**config.mk**
```make
export PLATFORM = sky130hd
export DESIGN_NAME = btn_conditioner
export DESIGN_NICKNAME = d
export VERILOG_FILES = /design/src/rtl/btn_pkg.sv /design/src/rtl/btn_channel.sv /design/src/rtl/btn_conditioner.sv
export SDC_FILE = /design/constraint.sdc
export NUM_CORES = 1
export LEC_CHECK = 0
export CORE_MARGIN = 3
export CORE_UTILIZATION = 50
export CTS_CLUSTER_SIZE = 8
export DETAILED_ROUTE_END_ITERATION = 10
export GPL_TIMING_DRIVEN = 0
export PLACE_DENSITY = 0.81
export SYNTH_ARGS = -nofsm -noshare
export SYNTH_HDL_FRONTEND = slang
export SYNTH_SLANG_ARGS = --single-unit
```
**constraint.sdc**
```tcl
create_clock -name IN_CLK -period 1.6 [get_ports IN_CLK]
set_input_delay 0.32 -clock IN_CLK [delete_from_list [all_inputs] [get_ports IN_CLK]]
set_output_delay 0.32 -clock IN_CLK [all_outputs]
set_load 0.02 [all_outputs]
```
**src/rtl/btn_pkg.sv**
```systemverilog
// btn_pkg -- shared types and helpers for the push-button conditioner.
//   btn_state_t : per-channel press-tracking FSM states
//   tick_div()  : IN_CLK cycles per 1 ms tick for a given clock frequency
//   cnt_width() : bits needed to hold a count of 0..max_val (never 0 bits)
package btn_pkg;

  typedef enum logic [1:0] {
    IDLE      = 2'd0,
    HELD      = 2'd1,
    LONG_HELD = 2'd2
  } btn_state_t;

  function automatic int tick_div(input int clk_hz);
    return clk_hz / 1000;
  endfunction

  function automatic int cnt_width(input int max_val);
    return (max_val < 1) ? 1 : $clog2(max_val + 1);
  endfunction

  // Widths for the default parameter set.
  localparam int DEF_STAB_W = cnt_width(10);
  localparam int DEF_HOLD_W = cnt_width(1000);

endpackage

```
**src/rtl/btn_channel.sv**
```systemverilog
// btn_channel -- one button: 2-FF synchroniser, tick-based debouncer and
// press / release / long-press FSM.
// Optional: define BTN_AUTOREPEAT_EN to re-pulse press every REPEAT_MS ticks
// while in LONG_HELD.
//   IN_CLK        : clock
//   reset         : synchronous, active-high reset
//   tick          : 1 ms tick from the shared prescaler
//   btn_raw       : raw asynchronous button level (1 = pressed)
//   level         : debounced level
//   press_pulse   : 1-cycle pulse on debounced press (and on auto-repeat)
//   release_pulse : 1-cycle pulse on debounced release
//   long_pulse    : 1-cycle pulse once per hold, LONG_MS ticks after press
module btn_channel
  import btn_pkg::*;
#(
  parameter int DEBOUNCE_MS = 10,
  parameter int LONG_MS     = 1000,
  parameter int REPEAT_MS   = 200
) (
  input  logic IN_CLK,
  input  logic reset,
  input  logic tick,
  input  logic btn_raw,
  output logic level,
  output logic press_pulse,
  output logic release_pulse,
  output logic long_pulse
);

  localparam int STAB_W = cnt_width(DEBOUNCE_MS);
  localparam int HOLD_W = cnt_width(LONG_MS);
  // Level flips on the tick that would bring the stable count to DEBOUNCE_MS.
  localparam logic [STAB_W-1:0] STAB_LAST = STAB_W'(DEBOUNCE_MS - 1);
  localparam logic [HOLD_W-1:0] HOLD_MAX  = HOLD_W'(LONG_MS);

  logic                sync1_q, sync1_d;
  logic                sync2_q, sync2_d;
  logic [STAB_W-1:0]   stab_q, stab_d;
  logic                level_q, level_d;
  btn_state_t          state_q, state_d;
  logic [HOLD_W-1:0]   hold_q, hold_d;
  logic                press_q, press_d;
  logic                release_q, release_d;
  logic                long_q, long_d;
`ifdef BTN_AUTOREPEAT_EN
  localparam int REP_W = cnt_width(REPEAT_MS);
  localparam logic [REP_W-1:0] REP_MAX = REP_W'(REPEAT_MS);
  logic [REP_W-1:0]    rep_q, rep_d;
`endif

  always_comb begin
    sync1_d   = btn_raw;
    sync2_d   = sync1_q;
    stab_d    = stab_q;
    level_d   = level_q;
    state_d   = state_q;
    hold_d    = hold_q;
    press_d   = 1'b0;
    release_d = 1'b0;
    long_d    = 1'b0;
`ifdef BTN_AUTOREPEAT_EN
    rep_d     = rep_q;
`endif

    // Debouncer: count consecutive ticks where the sample disagrees with
    // the level; any agreeing tick restarts the count.
    if (tick) begin
      if (sync2_q != level_q) begin
        if (stab_q == STAB_LAST) begin
          level_d = ~level_q;
          stab_d  = '0;
        end else begin
          stab_d  = stab_q + STAB_W'(1);
        end
      end else begin
        stab_d = '0;
      end
    end

    // Edge detection works off the level register: IDLE always has level 0,
    // HELD / LONG_HELD always level 1, so a mismatch is the edge.
    case (state_q)
      IDLE: begin
        if (level_q) begin
          press_d = 1'b1;
          hold_d  = '0;
          state_d = HELD;
        end
      end
      HELD: begin
        if (!level_q) begin
          release_d = 1'b1;
          state_d   = IDLE;
        end else if (hold_q == HOLD_MAX) begin
          long_d  = 1'b1;
          state_d = LONG_HELD;
`ifdef BTN_AUTOREPEAT_EN
          rep_d   = '0;
`endif
        end else if (tick) begin
          hold_d = hold_q + HOLD_W'(1);
        end
      end
      LONG_HELD: begin
        if (!level_q) begin
          release_d = 1'b1;
          state_d   = IDLE;
        end
`ifdef BTN_AUTOREPEAT_EN
        else if (rep_q == REP_MAX) begin
          press_d = 1'b1;
          rep_d   = '0;
        end else if (tick) begin
          rep_d = rep_q + REP_W'(1);
        end
`endif
      end
      default: state_d = IDLE;
    endcase
  end

  always_ff @(posedge IN_CLK) begin
    if (reset) begin
      sync1_q   <= 1'b0;
      sync2_q   <= 1'b0;
      stab_q    <= '0;
      level_q   <= 1'b0;
      state_q   <= IDLE;
      hold_q    <= '0;
      press_q   <= 1'b0;
      release_q <= 1'b0;
      long_q    <= 1'b0;
`ifdef BTN_AUTOREPEAT_EN
      rep_q     <= '0;
`endif
    end else begin
      sync1_q   <= sync1_d;
      sync2_q   <= sync2_d;
      stab_q    <= stab_d;
      level_q   <= level_d;
      state_q   <= state_d;
      hold_q    <= hold_d;
      press_q   <= press_d;
      release_q <= release_d;
      long_q    <= long_d;
`ifdef BTN_AUTOREPEAT_EN
      rep_q     <= rep_d;
`endif
    end
  end

  assign level         = level_q;
  assign press_pulse   = press_q;
  assign release_pulse = release_q;
  assign long_pulse    = long_q;

endmodule

```
**src/rtl/btn_conditioner.sv**
```systemverilog
// btn_conditioner -- synchronises, debounces and edge-decodes N_BTN push
// buttons against a shared 1 ms tick.
// Optional: define BTN_AUTOREPEAT_EN to enable press auto-repeat in long hold.
//   IN_CLK          : clock
//   reset           : synchronous, active-high reset
//   IN_BTN          : raw button levels, 1 = pressed
//   OUT_BTN_LEVEL   : debounced levels
//   OUT_BTN_PRESS   : 1-cycle press pulses (plus auto-repeat when enabled)
//   OUT_BTN_RELEASE : 1-cycle release pulses
//   OUT_BTN_LONG    : 1-cycle long-press pulses
//   OUT_TICK_1MS    : 1-cycle pulse every CLK_HZ/1000 cycles
module btn_conditioner
  import btn_pkg::*;
#(
  parameter int CLK_HZ      = 100000000,
  parameter int N_BTN       = 5,
  parameter int DEBOUNCE_MS = 10,
  parameter int LONG_MS     = 1000,
  parameter int REPEAT_MS   = 200
) (
  input  logic             IN_CLK,
  input  logic             reset,
  input  logic [N_BTN-1:0] IN_BTN,
  output logic [N_BTN-1:0] OUT_BTN_LEVEL,
  output logic [N_BTN-1:0] OUT_BTN_PRESS,
  output logic [N_BTN-1:0] OUT_BTN_RELEASE,
  output logic [N_BTN-1:0] OUT_BTN_LONG,
  output logic             OUT_TICK_1MS
);

  localparam int DIV   = tick_div(CLK_HZ);
  localparam int DIV_W = cnt_width(DIV - 1);
  localparam logic [DIV_W-1:0] DIV_LAST = DIV_W'(DIV - 1);

  logic [DIV_W-1:0] presc_q, presc_d;
  logic             tick_q, tick_d;

  // Tick is registered so it is high in the cycle the count has wrapped to 0.
  always_comb begin
    tick_d  = (presc_q == DIV_LAST);
    presc_d = tick_d ? '0 : presc_q + DIV_W'(1);
  end

  always_ff @(posedge IN_CLK) begin
    if (reset) begin
      presc_q <= '0;
      tick_q  <= 1'b0;
    end else begin
      presc_q <= presc_d;
      tick_q  <= tick_d;
    end
  end

  assign OUT_TICK_1MS = tick_q;

  generate
    for (genvar gi = 0; gi < N_BTN; gi++) begin : g_ch
      btn_channel #(
        .DEBOUNCE_MS (DEBOUNCE_MS),
        .LONG_MS     (LONG_MS),
        .REPEAT_MS   (REPEAT_MS)
      ) u_ch (
        .IN_CLK        (IN_CLK),
        .reset         (reset),
        .tick          (tick_q),
        .btn_raw       (IN_BTN[gi]),
        .level         (OUT_BTN_LEVEL[gi]),
        .press_pulse   (OUT_BTN_PRESS[gi]),
        .release_pulse (OUT_BTN_RELEASE[gi]),
        .long_pulse    (OUT_BTN_LONG[gi])
      );
    end
  endgenerate

endmodule

```
==> flow_metrics.env <==
export IMPL_outcome="finished with violations"
export IMPL_failed_checks="negative setup slack"
export IMPL_hold_path_endpoint="g_ch[3].u_ch.sync2_q$_SDFF_PP0_"
export IMPL_synth_seq_area_share_pct=39.8
export IMPL_critical_path_max_stage_delay_ps=360
export IMPL_post_cts_hold_buffer_count=0
export IMPL_cp_buffers_inverters=1
export IMPL_mappedNetlistArea_sq_mm=0.00644
export IMPL_layout_core_utilization_pct=71.0
export IMPL_postSynthCellCount=740
export IMPL_area_growth_synth_to_final_pct=35.7
export IMPL_synth_adder_area_share_pct=7.96
export IMPL_clock_sinks=128
export IMPL_power_net_switching_mw=1.71
export IMPL_synth_largest_area_cell="dfxtp_1"
export IMPL_drive_above_1_share_pct=33.0
export IMPL_globalRoute_totalOverflow=0
export IMPL_yosys_top_cells_area="dfxtp_1 40%, ha_1 8.0%, nor2_1 4.2%"
export IMPL_clkTransAtPathRegs_ps=50
export IMPL_power_density_cell_area_mw_per_mm2=873
export IMPL_crit_type="reg -> reg"
export IMPL_dr_total_vias=6152
export IMPL_worstRegToRegCells=6
export IMPL_drt_drc_violations_left=0
export IMPL_fin_ws_ps=-181
export IMPL_top_level_ports=28
export IMPL_reg2reg_to="g_ch[3].u_ch.hold_q[0]$_SDFFE_PP0P_"
export IMPL_finalSetupViolations=23
export IMPL_diodes_inserted=0
export IMPL_post_synth_edffs=0
export IMPL_timing_reg2reg_setup_slack_ps=-180
export IMPL_cts_made_buffers=17
export IMPL_largest_fanout_on_the_critical_path=5
export IMPL_fp_dieH_um=120
export IMPL_insertion_delay_ps=430
export IMPL_dpl_instance_area_sq_mm=0.00693
export IMPL_maxClockFrequency_mhz=562
export IMPL_critPathSlowestCell="dfxtp_1"
export IMPL_holdPathStages=1
export IMPL_core_area_sq_mm=0.0123
export IMPL_synth_mux_area_fraction_pct=2.53
export IMPL_dieArea_sq_mm=0.0143
export IMPL_grt_first_pass_wirelength_um=24900
export IMPL_yosys_warnings=0
export IMPL_cts_htree_levels=4
export IMPL_worstMarginPinSlew_ps=818
export IMPL_worst_setup_path_end_kind="flip-flop"
export IMPL_globalplace_congestion=0.831
export IMPL_min_from="g_ch[3].u_ch.sync1_q$_SDFF_PP0_"
export IMPL_final_max_slew_violation_count=0
export IMPL_synth_top_family_by_area="simple AND/OR/NAND/NOR gates"
export IMPL_power_leakage_nw=3.34
export IMPL_wl_um=18700
export IMPL_power_sequential_fraction_pct=42.6
export IMPL_num_rows=40
export IMPL_maxCapViolCount=0
export IMPL_timing_max_slew_rel_slack_pct=45.4
export IMPL_min_path_type="reg -> reg"
export IMPL_cts_path_max_buffers=2
export IMPL_startpoint_type="flip-flop"
export IMPL_viasPerCell=6.06
export IMPL_number_of_antenna_violations_at_the_first_check_in_global_routing=0
export IMPL_fin_crit_sh_pct=111
export IMPL_final_cell_count_no_fill=1016
export IMPL_final_net_count=885
export IMPL_fp_dieW_um=120
export IMPL_clock_skews_ps=6.02
export IMPL_internal_power_mw=5.92
export IMPL_cp_data_arrival_time_ps=2090
export IMPL_period_needed_ps=1780
export IMPL_synth_async_sr_flop_share_pct=0
export IMPL_hpwlAfterDp_um=9330
export IMPL_drt_pass1_iterations=7
export IMPL_switching_share_pct=22.5
export IMPL_synth_simple_area_share_pct=23.7
export IMPL_ys_ff_latch=128
export IMPL_crit_reg_reg_startpoint="g_ch[3].u_ch.hold_q[6]$_SDFFE_PP0P_"
export IMPL_cells_traversed_along_the_worst_timing_path="and4_2 -> a311oi_2 -> o21ai_4 -> buf_6 -> and2_4 -> mux2_4"
export IMPL_yosys_area_share_xor_xnor_pct=2.99
export IMPL_crit_family="compound AO/OA/AOI/OAI gates"
export IMPL_avgSynthCellArea_sq_um=8.70
export IMPL_postLayoutCellArea_sq_mm=0.00874
export IMPL_final_hold_violation_count=0
export IMPL_pwr_share_clk_pct=50.3
export IMPL_tritoncts="yes"
export IMPL_dp_cells=934
export IMPL_floorplan_initialDensity_pct=52.3
export IMPL_initialDrtViolationCount=658
export IMPL_rsz0062_at_grt="yes"
export IMPL_top_ff_cell_synth="dfxtp_1"
export IMPL_cts_root_buf="clkbuf_16"
export IMPL_synth_distinct_cells=66
export IMPL_yosysTopAreaCellShare_pct=39.8
export IMPL_drt_antenna_violating_nets=0
export IMPL_crit_required_ps=1910
export IMPL_syn_nets=788
export IMPL_wire_per_inst_um=18.4
export IMPL_vdd_ir_drop_max_v=0.000718
export IMPL_grt_max_degree=17
export IMPL_synth_compound_area_share_pct=16.5
export IMPL_grt_use_total_pct=21.5
export IMPL_first_global_vias=5325
export IMPL_timing_setup_tns_ps=-1470
export IMPL_comb_power_share_pct=7.1
export IMPL_port_buffers=26
[cell usage after synthesis, types with 6 or more instances]
master	n
dfxtp_1	128
nor2_1	72
a21oi_1	50
nand2_1	50
ha_1	41
inv_1	39
o21ai_0	34
nand3_1	32
and3_1	25
buf_4	21
nor2b_1	19
xor2_1	18
clkbuf_1	17
mux2i_1	14
a31oi_1	11
nand2b_1	11
nor3_1	11
or3_1	11
a311oi_1	9
and4_1	8
buf_2	8
nand4_1	7
and2_1	6
nor4_1	6
o211ai_1	6
o21a_1	6
[area by class of cell]
class,instances,area [sq um]
inverter,40,166
buffer,48,342
multi-input combinational,524,4110
timing repair buffer,78,687
sequential,128,2640
clock buffer,23,468
fill,830,3570
tap,168,210
clock inverter,7,110
[repair_timing]
action	CTS	global route
resized for setup	107	167
buffers inserted	21	31
gates cloned	0	1
endpoints found under the setup margin	91	89
pin swaps	25	45
hold endpoints to repair	0	0
[worst max path at each step]
stage / start / endpoint / slack (ps) / cells after the start
6_report: g_ch[3].u_ch.hold_q[6]$_SDFFE_PP0P_ / g_ch[3].u_ch.hold_q[0]$_SDFFE_PP0P_ / -180 / 6
4_1_cts: g_ch[2].u_ch.state_q[1]$_SDFFE_PP0P_ / g_ch[2].u_ch.hold_q[7]$_SDFFE_PP0P_ / -110 / 6
3_3_place_gp: reset / g_ch[1].u_ch.hold_q[4]$_SDFFE_PP0P_ / -630 / 6
3_5_place_dp: reset / g_ch[0].u_ch.hold_q[2]$_SDFFE_PP0P_ / -620 / 5
5_1_grt: g_ch[3].u_ch.hold_q[0]$_SDFFE_PP0P_ / g_ch[3].u_ch.hold_q[8]$_SDFFE_PP0P_ / -230 / 8
2_1_floorplan: g_ch[3].u_ch.hold_q[0]$_SDFFE_PP0P_ / g_ch[3].u_ch.hold_q[0]$_SDFFE_PP0P_ / -10 / 7
[worst register-to-register path, cell delays in order, from the launching register on]
cell and delay, ps:
dfxtp_1 360, and4_2 290, a311oi_2 350, o21ai_4 140, buf_6 150, and2_4 130, mux2_4 250
[logic make-up after synthesis]
logic type | count (synthesis)
compound gates | 159
mux | 16
flops | 128
xor+xnor | 22
simple gates | 285
fa+ha+maj | 41
buf+inv | 89
[layer usage]
layer | GRT usage (%) | wire (um)
met1 | 26.1 | 7440
met2 | 34.7 | 9160
met3 | 5.37 | 1160
met4 | 12.0 | 969
met5 | 0 | 0
[flip-flops by register name, indices dropped and copies added, names as in the netlist]
signal                   count
presc_q                     17
g_ch.u_ch.level              5
g_ch.u_ch.sync2_q            5
g_ch.u_ch.long_pulse         5
OUT_TICK_1MS                 1
g_ch.u_ch.stab_q            20
g_ch.u_ch.press_pulse        5
g_ch.u_ch.sync1_q            5
g_ch.u_ch.state_q           10
g_ch.u_ch.hold_q            50
g_ch.u_ch.release_pulse      5
[power groups by stage]
| stage | combinational (mW) | clock (mW) | sequential, mW |
|---|---|---|---|
| floorplan | 0.286 | 0 | 3.32 |
| global placement | 0.394 | 0 | 3.32 |
| detailed placement | 0.404 | 0 | 3.33 |
| CTS | 0.441 | 3.87 | 3.26 |
| global route | 0.579 | 4.01 | 3.25 |
| finish | 0.542 | 3.84 | 3.25 |
[metrics by stage]
stage	hold WS (ps)	total power, mW	setup WS (ps)
final	435	7.63	-181
after global routing	446	7.84	-227
after CTS	435	7.57	-107
after detailed placement	428	3.73	-624
after global placement	420	3.72	-628
after floorplan	414	3.60	-11.7
[cell usage in the layout, fill, tap and decap left out, types with 14 or more instances in the layout]
| cell | n |
|---|---|
| a21oi_1 | 42 |
| and3_1 | 18 |
| buf_4 | 64 |
| buf_6 | 15 |
| clkbuf_16 | 17 |
| dfxtp_1 | 95 |
| dfxtp_2 | 17 |
| dfxtp_4 | 16 |
| dlygate4sd2_1 | 21 |
| ha_1 | 26 |
| inv_1 | 19 |
| inv_2 | 16 |
| mux2i_1 | 14 |
| nand2_1 | 48 |
| nand3_1 | 24 |
| nor2_1 | 67 |
| nor2b_1 | 16 |
| o21ai_0 | 24 |
| xor2_1 | 15 |
Note: power is estimated with default switching activity, not from simulation.
